$ cat src/rtl/vga_pkg.sv
// Shared VGA timing defaults, derived totals and common types for the frame reader.
package vga_pkg;

  // 640x480@60 default timing
  localparam int unsigned HActive = 640;
  localparam int unsigned HFp     = 16;
  localparam int unsigned HSync   = 96;
  localparam int unsigned HBp     = 48;
  localparam int unsigned VActive = 480;
  localparam int unsigned VFp     = 10;
  localparam int unsigned VSync   = 2;
  localparam int unsigned VBp     = 33;

  localparam int unsigned HTotal = HActive + HFp + HSync + HBp;  // 800
  localparam int unsigned VTotal = VActive + VFp + VSync + VBp;  // 525

  localparam int unsigned HSyncStart = HActive + HFp;            // 656
  localparam int unsigned HSyncEnd   = HSyncStart + HSync;       // 752
  localparam int unsigned VSyncStart = VActive + VFp;            // 490
  localparam int unsigned VSyncEnd   = VSyncStart + VSync;       // 492

  // Default centred image window and frame-buffer read latency
  localparam int unsigned ImgW      = 256;
  localparam int unsigned ImgH      = 256;
  localparam int unsigned ImgX0     = 192;
  localparam int unsigned ImgY0     = 112;
  localparam logic [7:0]  BgVal     = 8'h00;
  localparam int unsigned RdLatency = 1;

  // Screen coordinate, wide enough for 0..1023
  typedef logic [9:0] coord_t;

  // Control bits carried alongside each pixel through the read pipeline
  typedef struct packed {
    logic hs;
    logic vs;
    logic act;
    logic win;
    logic fs;
  } vid_ctl_t;

  localparam vid_ctl_t CtlIdle = '{hs: 1'b1, vs: 1'b1, act: 1'b0, win: 1'b0, fs: 1'b0};

endpackage

$ cat src/rtl/vga_frame_reader_if.sv
// Frame-buffer read port: the reader drives a byte address, the RAM returns grey data.
interface vga_frame_reader_if;

  logic [31:0] pixel_addr;
  logic [7:0]  pixel_val;

  modport master (output pixel_addr, input pixel_val);
  modport slave  (input pixel_addr, output pixel_val);

endinterface

$ cat src/rtl/vga_timing.sv
// Horizontal/vertical raster counters and the raw (undelayed) sync, active and frame flags.
module vga_timing import vga_pkg::*; #(
  parameter int unsigned H_ACTIVE = HActive,
  parameter int unsigned H_FP     = HFp,
  parameter int unsigned H_SYNC   = HSync,
  parameter int unsigned H_BP     = HBp,
  parameter int unsigned V_ACTIVE = VActive,
  parameter int unsigned V_FP     = VFp,
  parameter int unsigned V_SYNC   = VSync,
  parameter int unsigned V_BP     = VBp
) (
  input  logic   clk,
  input  logic   reset,
  output coord_t o_h_cnt,
  output coord_t o_v_cnt,
  output logic   o_hs_raw,
  output logic   o_vs_raw,
  output logic   o_act_raw,
  output logic   o_fs_raw
);

  localparam coord_t HLast   = coord_t'(H_ACTIVE + H_FP + H_SYNC + H_BP - 1);
  localparam coord_t VLast   = coord_t'(V_ACTIVE + V_FP + V_SYNC + V_BP - 1);
  localparam coord_t HsStart = coord_t'(H_ACTIVE + H_FP);
  localparam coord_t HsEnd   = coord_t'(H_ACTIVE + H_FP + H_SYNC);
  localparam coord_t VsStart = coord_t'(V_ACTIVE + V_FP);
  localparam coord_t VsEnd   = coord_t'(V_ACTIVE + V_FP + V_SYNC);
  localparam coord_t HAct    = coord_t'(H_ACTIVE);
  localparam coord_t VAct    = coord_t'(V_ACTIVE);

  coord_t r_h_cnt;
  coord_t r_v_cnt;

  // Raster counters; v advances when h wraps, both wrap together at the frame end
  always_ff @(posedge clk or posedge reset) begin
    if (reset) begin
      r_h_cnt <= '0;
      r_v_cnt <= '0;
    end else if (r_h_cnt == HLast) begin
      r_h_cnt <= '0;
      r_v_cnt <= (r_v_cnt == VLast) ? '0 : r_v_cnt + 10'd1;
    end else begin
      r_h_cnt <= r_h_cnt + 10'd1;
    end
  end

  // Raw timing flags decoded from the current counter state
  always_comb begin
    o_hs_raw  = !((r_h_cnt >= HsStart) && (r_h_cnt < HsEnd));
    o_vs_raw  = !((r_v_cnt >= VsStart) && (r_v_cnt < VsEnd));
    o_act_raw = (r_h_cnt < HAct) && (r_v_cnt < VAct);
    o_fs_raw  = (r_h_cnt == '0) && (r_v_cnt == '0);
  end

  assign o_h_cnt = r_h_cnt;
  assign o_v_cnt = r_v_cnt;

endmodule

$ cat src/rtl/vga_frame_reader.sv
// Frame-buffer reader: window/address generation, control delay line and grey RGB outputs.
module vga_frame_reader import vga_pkg::*; #(
  parameter int unsigned H_ACTIVE   = HActive,
  parameter int unsigned H_FP       = HFp,
  parameter int unsigned H_SYNC     = HSync,
  parameter int unsigned H_BP       = HBp,
  parameter int unsigned V_ACTIVE   = VActive,
  parameter int unsigned V_FP       = VFp,
  parameter int unsigned V_SYNC     = VSync,
  parameter int unsigned V_BP       = VBp,
  parameter int unsigned IMG_W      = ImgW,
  parameter int unsigned IMG_H      = ImgH,
  parameter int unsigned IMG_X0     = ImgX0,
  parameter int unsigned IMG_Y0     = ImgY0,
  parameter logic [7:0]  BG_VAL     = BgVal,
  parameter int unsigned RD_LATENCY = RdLatency
) (
  input  logic                       clk,
  input  logic                       reset,
  vga_frame_reader_if.master         fb,
  output logic                       hsync,
  output logic                       vsync,
  output logic                       blank_n,
  output logic                       sync_n,
  output logic [7:0]                 red,
  output logic [7:0]                 green,
  output logic [7:0]                 blue,
  output logic                       frame_start
);

  // Address register, RAM latency, then output register
  localparam int unsigned L    = RD_LATENCY + 2;
  // The output register is the last delay stage, so the line itself holds L-1 stages
  localparam int unsigned NDly = L - 1;

  localparam coord_t HLast    = coord_t'(H_ACTIVE + H_FP + H_SYNC + H_BP - 1);
  localparam coord_t VLast    = coord_t'(V_ACTIVE + V_FP + V_SYNC + V_BP - 1);
  localparam coord_t WinX0    = coord_t'(IMG_X0);
  localparam coord_t WinX1    = coord_t'(IMG_X0 + IMG_W);
  localparam coord_t WinY0    = coord_t'(IMG_Y0);
  localparam coord_t WinY1    = coord_t'(IMG_Y0 + IMG_H);
  localparam coord_t WinXLast = coord_t'(IMG_X0 + IMG_W - 1);

  if ((IMG_X0 + IMG_W > H_ACTIVE) || (IMG_Y0 + IMG_H > V_ACTIVE)) begin : g_bad_window
    $error("vga_frame_reader: image window does not fit inside the active area");
  end

  coord_t   w_h_cnt;
  coord_t   w_v_cnt;
  logic     w_hs_raw;
  logic     w_vs_raw;
  logic     w_act_raw;
  logic     w_fs_raw;
  logic     w_win_raw;
  vid_ctl_t w_ctl;
  vid_ctl_t w_ctl_last;

  logic [31:0] r_line_base;
  logic [31:0] r_col_off;
  logic [31:0] r_pixel_addr;
  vid_ctl_t    r_ctl_dly [NDly];
  logic        r_hsync;
  logic        r_vsync;
  logic        r_blank_n;
  logic        r_frame_start;
  logic [7:0]  r_grey;

  vga_timing #(
    .H_ACTIVE (H_ACTIVE),
    .H_FP     (H_FP),
    .H_SYNC   (H_SYNC),
    .H_BP     (H_BP),
    .V_ACTIVE (V_ACTIVE),
    .V_FP     (V_FP),
    .V_SYNC   (V_SYNC),
    .V_BP     (V_BP)
  ) u_timing (
    .clk       (clk),
    .reset     (reset),
    .o_h_cnt   (w_h_cnt),
    .o_v_cnt   (w_v_cnt),
    .o_hs_raw  (w_hs_raw),
    .o_vs_raw  (w_vs_raw),
    .o_act_raw (w_act_raw),
    .o_fs_raw  (w_fs_raw)
  );

  // Image window decode and bundling of the raw control bits
  always_comb begin
    w_win_raw = w_act_raw &&
                (w_h_cnt >= WinX0) && (w_h_cnt < WinX1) &&
                (w_v_cnt >= WinY0) && (w_v_cnt < WinY1);
    w_ctl     = '{hs: w_hs_raw, vs: w_vs_raw, act: w_act_raw, win: w_win_raw, fs: w_fs_raw};
  end

  // Multiplier-free address: per-line base plus running column offset
  always_ff @(posedge clk or posedge reset) begin
    if (reset) begin
      r_line_base  <= '0;
      r_col_off    <= '0;
      r_pixel_addr <= '0;
    end else begin
      r_pixel_addr <= w_win_raw ? (r_line_base + r_col_off) : '0;

      if (w_h_cnt == HLast) begin
        r_col_off <= '0;
      end else if (w_win_raw) begin
        r_col_off <= r_col_off + 32'd1;
      end

      // Cleared on the wrap into (0,0) so a window starting at line 0 still accumulates
      if ((w_h_cnt == HLast) && (w_v_cnt == VLast)) begin
        r_line_base <= '0;
      end else if (w_win_raw && (w_h_cnt == WinXLast)) begin
        r_line_base <= r_line_base + IMG_W;
      end
    end
  end

  // Control delay line matching the address-plus-RAM latency
  always_ff @(posedge clk or posedge reset) begin
    if (reset) begin
      for (int unsigned i = 0; i < NDly; i++) begin
        r_ctl_dly[i] <= CtlIdle;
      end
    end else begin
      r_ctl_dly[0] <= w_ctl;
      for (int unsigned i = 1; i < NDly; i++) begin
        r_ctl_dly[i] <= r_ctl_dly[i-1];
      end
    end
  end

  assign w_ctl_last = r_ctl_dly[NDly-1];

  // Output register: final delay stage, samples RAM data in the same cycle it is valid
  always_ff @(posedge clk or posedge reset) begin
    if (reset) begin
      r_hsync       <= 1'b1;
      r_vsync       <= 1'b1;
      r_blank_n     <= 1'b0;
      r_frame_start <= 1'b0;
      r_grey        <= 8'h00;
    end else begin
      r_hsync       <= w_ctl_last.hs;
      r_vsync       <= w_ctl_last.vs;
      r_blank_n     <= w_ctl_last.act;
      r_frame_start <= w_ctl_last.fs;
      if (w_ctl_last.win) begin
        r_grey <= fb.pixel_val;
      end else if (w_ctl_last.act) begin
        r_grey <= BG_VAL;
      end else begin
        r_grey <= 8'h00;
      end
    end
  end

  assign fb.pixel_addr = r_pixel_addr;
  assign hsync         = r_hsync;
  assign vsync         = r_vsync;
  assign blank_n       = r_blank_n;
  assign sync_n        = 1'b0;
  assign frame_start   = r_frame_start;
  assign red           = r_grey;
  assign green         = r_grey;
  assign blue          = r_grey;

endmodule

$ cat src/flat_wrapper.sv
// flat-port wrapper written by rule: the top's interface ports become plain ports
module vga_frame_reader_flat import vga_pkg::*;
#(
  parameter int unsigned H_ACTIVE   = HActive,
  parameter int unsigned H_FP       = HFp,
  parameter int unsigned H_SYNC     = HSync,
  parameter int unsigned H_BP       = HBp,
  parameter int unsigned V_ACTIVE   = VActive,
  parameter int unsigned V_FP       = VFp,
  parameter int unsigned V_SYNC     = VSync,
  parameter int unsigned V_BP       = VBp,
  parameter int unsigned IMG_W      = ImgW,
  parameter int unsigned IMG_H      = ImgH,
  parameter int unsigned IMG_X0     = ImgX0,
  parameter int unsigned IMG_Y0     = ImgY0,
  parameter logic [7:0]  BG_VAL     = BgVal,
  parameter int unsigned RD_LATENCY = RdLatency
)
  (clk, reset, hsync, vsync, blank_n, sync_n, red, green, blue, frame_start, fb_pixel_addr, fb_pixel_val);
  vga_frame_reader_if fb_i ();
  input  logic clk;
  input  logic reset;
  output logic hsync;
  output logic vsync;
  output logic blank_n;
  output logic sync_n;
  output logic [7:0] red;
  output logic [7:0] green;
  output logic [7:0] blue;
  output logic frame_start;
  output wire logic [$bits(fb_i.pixel_addr)-1:0] fb_pixel_addr;
  input wire logic [$bits(fb_i.pixel_val)-1:0] fb_pixel_val;
  assign fb_pixel_addr = fb_i.pixel_addr;
  assign fb_i.pixel_val = fb_pixel_val;
  vga_frame_reader #(.H_ACTIVE(H_ACTIVE), .H_FP(H_FP), .H_SYNC(H_SYNC), .H_BP(H_BP), .V_ACTIVE(V_ACTIVE), .V_FP(V_FP), .V_SYNC(V_SYNC), .V_BP(V_BP), .IMG_W(IMG_W), .IMG_H(IMG_H), .IMG_X0(IMG_X0), .IMG_Y0(IMG_Y0), .BG_VAL(BG_VAL), .RD_LATENCY(RD_LATENCY)) u_core (.clk(clk), .reset(reset), .fb(fb_i), .hsync(hsync), .vsync(vsync), .blank_n(blank_n), .sync_n(sync_n), .red(red), .green(green), .blue(blue), .frame_start(frame_start));
endmodule
$ cat config.mk
export PLATFORM = sky130hd
export DESIGN_NAME = vga_frame_reader_flat
export DESIGN_NICKNAME = d
export VERILOG_FILES = /design/src/rtl/vga_pkg.sv /design/src/rtl/vga_frame_reader_if.sv /design/src/rtl/vga_timing.sv /design/src/rtl/vga_frame_reader.sv /design/src/flat_wrapper.sv
export SDC_FILE = /design/constraint.sdc
export NUM_CORES = 1
export LEC_CHECK = 0
export CAP_MARGIN = 40
export CORE_ASPECT_RATIO = 1.4
export CORE_MARGIN = 5
export CORE_UTILIZATION = 35
export CTS_BUF_LIST = sky130_fd_sc_hd__clkbuf_4 sky130_fd_sc_hd__clkbuf_8
export DETAILED_ROUTE_END_ITERATION = 7
export PLACE_DENSITY_LB_ADDON = 0.15
export SYNTH_ARGS = -nofsm -noshare
export SYNTH_HDL_FRONTEND = slang
export SYNTH_SLANG_ARGS = --single-unit
$ cat constraint.sdc
create_clock -name clk -period 4.9 [get_ports clk]
set_clock_uncertainty 0.05 [all_clocks]
set_input_delay 0.735 -clock clk [delete_from_list [all_inputs] [get_ports clk]]
set_output_delay 0.735 -clock clk [all_outputs]
set_load 0.005 [all_outputs]
==> flow_metrics.tcl, run 1 <==
set metrics [dict create \
    min_period_ps 2747 \
    power.leakage_uw 0.003516 \
    synth_flop_cell "dfrtp_1" \
    ys_ff_latch 130 \
    coreArea_um2 19070 \
    clk_pin_slew_ps 70 \
    critical_path_buf_inv_count 0 \
    fin_tns_setup_ps 0 \
    drv_cap 0 \
    first_iter_violations 175 \
    critPathTopFamily "compound AO/OA/AOI/OAI gates" \
    root_buffer "clkbuf_8" \
    power.density_nw_per_um2 256.5 \
    detail_route.wl_per_cell_um 15.53 \
    num_rows 60 \
    pin_count 71 \
    port_buffers 69 \
    insertion_delay_ps 440 \
    route.detailed.drc 0 \
    status "finished clean" \
    grt_pass1_vias 5164 \
    crit_fanout 6 \
    grt_pass1_wl_mm 25.92 \
    antenna_found_initial 0 \
    cp-end-kind "register" \
    ctsHoldBuffers 0 \
    cts.sinks 130 \
    globalplace.congestion 0.8360 \
    finalWirelength_mm 15.69 \
    r2r_cells 8 \
    hold_class "reg -> reg" \
    yosysSeqAreaShare_pct 48.43 \
    fmax_mhz 364.0 \
    rsz0062_at_grt "false" \
    maxSlewViolCount 0 \
    synth_edf_count 0 \
    cts_htree_levels 4 \
    vias 5114 \
    yosysWarningCount 0 \
    max_stage_delay_ps 470 \
    area_growth_pct 18.99 \
    ys_types 60 \
    cts.path.max_buffers 2 \
    synth_nets 731 \
    crit_type "reg -> reg" \
    drive_above_1_share_pct 8.136 \
    die_h_um 174.1 \
    fin_crit_sh_pct 56.06 \
    cp_slowest_cell "dfrtp_1" \
    finalSetupViolCount 0 \
    cts_resized 0 \
    syn_area_per_cell_um2 9.743 \
    vdd_ir_drop_max_v 0.0001348 \
    place_hpwl_mm 11.64 \
    async_flop_share_pct 100.0 \
    synthCells 691 \
    synth_area_um2 6733 \
    start_util_pct 35.31 \
    cp.arrival_ps 3050 \
    worst_ep_required_time_ps 5200 \
    numCtsBuffers 17 \
    n_antenna_cell 0 \
    cp_cell_sequence "ha_1 > a21oi_1 > o21ai_0 > o31ai_1 > o31ai_1 > a221oi_1 > o31ai_1 > mux2i_1" \
    worst_slew_pin_slew_ps 611.8 \
    grt_overflow 0 \
    postCtsSetupBuffers 0 \
    finalHoldViolations 0 \
    final_nets 790 \
    path_depth 8 \
    path_common_cell "o31ai_1" \
    die-area_um2 22150 \
    finalPower_uw 2055 \
    cts_tree "yes" \
    slew-limit-headroom_pct 59.10 \
    drtPass1Iterations 4 \
    grt_max_degree 112 \
    track_usage_pct 14.59 \
    die_w_um 127.2 \
    crit_path_start_kind "register" \
    via_per_inst 5.063 \
    min_path_cells 0 \
    drt.antenna.violating_nets 0 \
]
==> kinds of logic after synthesis <==
family | synth area share (%)
flops | 48.43
fa+ha+maj | 5.575
compound gates | 9.943
buf+inv | 4.033
mux | 0.1487
xor+xnor | 8.734
other cells | 0.05570
simple gates | 23.08
==> layout make-up <==
cell class	count	area, µm²
fillers	1914	11060
flip-flops and latches	130	3261
multi-input cells	510	3212
repair buffers	72	733.2
clock buffers	27	346.6
well taps	248	310.3
inverters	19	78.83
clock inverters	4	70.07
==> power by group <==
| part | leakage, µW | internal [µW] | switching [µW] | total [µW] |
|---|---|---|---|---|
| clock network | 0.000220 | 553 | 399 | 952 |
| registers | 0.00177 | 1070 | 0 | 1070 |
| logic | 0.00153 | 7.98 | 21.6 | 29.6 |
| total | 0.00352 | 1630 | 421 | 2050 |
==> state kept, by name, summed over array words and instances (netlist names) <==
register	count
u_core.r_line_base	24
u_core.fb.pixel_addr	32
u_core.blank_n	1
u_core.frame_start	1
u_core.blue	8
u_core.r_col_off	32
u_core.r_ctl_dly	10
u_core.hsync	1
u_core.vsync	1
u_core.u_timing.o_v_cnt	10
u_core.u_timing.o_h_cnt	10
==> layer usage <==
metal	vias to the layer above	global-route usage, %	routed length (µm)	share of wire (%)
li1	2506	-	-	-
met1	2487	16.05	6279	40
met2	98	26.97	8402	54
met3	23	3.197	641	4.1
met4	0	5.680	362	2.3
met5	-	0	0	0
==> per-stage QoR <==
step / instances / instance area (µm²) / hold WS [ps] / utilization [%] / setup WS [ps]
finish: 1010 / 8011 / 301.4 / 42.01 / 2153
global route: 1010 / 8011 / 307.6 / 42.01 / 1954
CTS: 1010 / 8011 / 306.5 / 42.01 / 2213
detailed placement: 979 / 7595 / 287.8 / 39.83 / 2244
global placement: 978 / 7580 / 282.2 / 39.75 / 2337
floorplan: 691 / 6733 / 281.2 / - / 655.6
==> cell usage in the layout (no fill, tap or decap), types with 3 or more instances in the layout <==
master	instances
nand4_1	17
nand2_1	60
nand4_4	3
and4_1	5
o22ai_1	3
nor3_2	3
o31ai_1	6
nor2_1	85
a211oi_1	4
o21bai_1	4
xnor2_1	23
inv_1	17
nor2b_1	3
ha_1	30
clkbuf_4	4
and2_1	10
clkdlybuf4s50_1	69
clkbuf_8	23
or3_1	13
a21oi_1	39
xor2_1	41
or4_1	3
dfstp_2	6
and3_1	21
nand3_1	41
o21ai_0	43
dfrtp_1	124
nor2_2	3
o21a_1	3
nor3_1	12
==> synth_stat cells (10+ instances only) <==
cell type | n | area (µm²)
a21oi_1 | 39 | 195.2
and2_1 | 10 | 62.56
and3_1 | 21 | 131.4
buf_4 | 17 | 127.6
clkbuf_1 | 11 | 41.29
dfrtp_1 | 124 | 3103
ha_1 | 30 | 375.4
inv_1 | 18 | 67.56
nand2_1 | 60 | 225.2
nand3_1 | 41 | 205.2
nand4_1 | 17 | 106.4
nor2_1 | 85 | 319.1
nor3_1 | 13 | 65.06
o21ai_0 | 43 | 215.2
or3_1 | 13 | 81.33
xnor2_1 | 23 | 201.4
xor2_1 | 41 | 359.1
==> worst paths after layout <==
path / to / slack [ps] / startpoint
max in group asynchronous: u_core.r_col_off[3] / 3390 / reset
worst max-delay path: u_core.fb.pixel_addr[27] / 2150 / u_core.r_col_off[14]
worst max register to register: u_core.fb.pixel_addr[27] / 2150 / u_core.r_col_off[14]
worst min-delay path: u_core.frame_start / 300 / u_core.r_ctl_dly[0]
min in group asynchronous: u_core.r_line_base[10] / 540 / reset
worst min register to register: u_core.frame_start / 300 / u_core.r_ctl_dly[0]
Note: power is estimated with default switching activity, not from simulation.
==> run 2: changes to the inputs <==
==> constraint.sdc (replaced) <==
create_clock -name clk -period 2.45 [get_ports clk]
set_clock_uncertainty 0.05 [all_clocks]
set_input_delay 0.3675 -clock clk [delete_from_list [all_inputs] [get_ports clk]]
set_output_delay 0.3675 -clock clk [all_outputs]
set_load 0.005 [all_outputs]
==> flow_metrics.tcl, run 2 (synthesis results as in run 1) <==
set metrics [dict create \
    status "finished clean" \
    slew-limit-headroom_pct 65.21 \
    power.leakage_uw 0.003670 \
    power.density_nw_per_um2 483.1 \
    final_nets 824 \
    crit_fanout 5 \
    route.detailed.drc 0 \
    drv_cap 0 \
    n_antenna_cell 0 \
    ctsHoldBuffers 0 \
    finalSetupViolCount 0 \
    crit_type "reg -> reg" \
    cp.arrival_ps 2600 \
    area_growth_pct 23.03 \
    grt_max_degree 66 \
    drt.antenna.violating_nets 0 \
    grt_pass1_vias 5408 \
    fill_cells 1853 \
    port_buffers 69 \
    finalHoldViolations 0 \
    start_util_pct 35.31 \
    fin_tns_setup_ps 0 \
    vdd_ir_drop_max_v 0.0002179 \
    antenna_found_initial 0 \
    hold_class "reg -> reg" \
    via_per_inst 5.011 \
    cts.path.max_buffers 2 \
    cts.sinks 130 \
    min_period_ps 2290 \
    rsz0062_at_grt "false" \
    postCtsSetupBuffers 0 \
    first_iter_violations 218 \
    drive_above_1_share_pct 12.81 \
    cts_htree_levels 4 \
    die_h_um 174.1 \
    num_rows 60 \
    grt_pass1_wl_mm 26.45 \
    layout_common_cells "dfrtp_1 (124), nor2_1 (85), clkdlybuf4s50_1 (69), nand2_1 (60)" \
    vias 5231 \
    drtPass1Iterations 4 \
    cp-end-kind "register" \
    final_common_cell "dfrtp_1" \
    cts_tree "yes" \
    worst_ep_required_time_ps 2760 \
    finalWirelength_mm 15.71 \
    clk_pin_slew_ps 70 \
    fmax_mhz 436.7 \
    fin_crit_sh_pct 93.48 \
    crit_path_start_kind "register" \
    track_usage_pct 14.84 \
    pin_count 71 \
    place_hpwl_mm 11.85 \
    numCtsBuffers 17 \
    globalplace.congestion 0.8549 \
    final_util_pct 43.44 \
    root_buffer "clkbuf_8" \
    maxSlewViolCount 0 \
    insertion_delay_ps 440 \
    die-area_um2 22150 \
    die_w_um 127.2 \
    detail_route.wl_per_cell_um 15.05 \
    worst_slew_pin_slew_ps 516.5 \
    grt_overflow 0 \
    coreArea_um2 19070 \
]
==> run 2: cell count changes in the layout (fill, tap and decap cells not counted), moves of 2 or more <==
cell / previous run / this run
buf_4: 1 / 34
o21ai_0: 43 / 40
o21ai_1: 2 / 5
a21boi_0: 2 / 0
a21boi_1: 1 / 3
buf_12: 1 / 3
clkinvlp_4: 0 / 2
ha_1: 30 / 28
ha_2: 0 / 2
o31ai_1: 6 / 4
o31ai_2: 0 / 2
==> run 2: final cells by class <==
class | instances | area [µm²] | area share [%]
sequential | 130 | 3261 | 39.37
multi-input combinational | 510 | 3232 | 39.02
timing repair buffer | 106 | 1006 | 12.14
clock buffer | 27 | 346.6 | 4.184
tap | 248 | 310.3 | 3.746
inverter | 19 | 80.08 | 0.9668
clock inverter | 4 | 47.55 | 0.5740
==> run 2: routing by layer <==
metal	vias up	GRT usage, %	part of all wire (%)
li1	2578	-	-
met4	0	8.497	3.8
met5	-	0	0
met2	115	25.95	52
met1	2511	16.60	40
met3	27	2.982	3.9
==> run 2: final timing paths <==
check	start	end	slack (ps)	depth (start not counted)
max in group asynchronous	reset	u_core.hsync	1640	3
setup reg to reg	u_core.r_col_off[9]	u_core.fb.pixel_addr[27]	160	9
min in group asynchronous	reset	u_core.r_ctl_dly[8]	310	2
hold / removal	u_core.r_ctl_dly[7]	u_core.r_ctl_dly[2]	300	0
setup / recovery	u_core.r_col_off[9]	u_core.fb.pixel_addr[27]	160	9
hold reg to reg	u_core.r_ctl_dly[7]	u_core.r_ctl_dly[2]	300	0
==> run 2: worst max-delay path, cell delays in order, from the launching register on <==
cell and delay (ps):
dfrtp_1 390, ha_1 320, buf_4 120, a21oi_1 70, nor2_1 200, o21ai_2 130
o31ai_2 330, a221oi_2 120, o31ai_1 260, mux2i_1 220
==> run 2: repair_timing <==
action / CTS / global route
setup endpoints to repair: 0 / 4
resized for setup: 0 / 11
endpoints found under the hold margin: 0 / 0
==> run 2: where the power goes <==
part           switching, µW  total [µW]  internal, µW
combinational           43.7        63.0          19.3
sequential                 0        2150          2150
clock                    790        1790          1000
total                    834        4000          3170
==> run 2: stage by stage <==
step	cells	worst slack (ps)	total power [µW]	hold slack [ps]	cell area, µm²
CTS	1044	13.89	4076	282.5	8257
finish	1044	159.9	4002	299.8	8283
floorplan	691	291.3	2220	281.2	6736
detailed placement	1013	69.39	2254	287.1	7863
global placement	1013	52.26	2253	286.4	7863
global route	1044	10.37	4195	297.9	8283
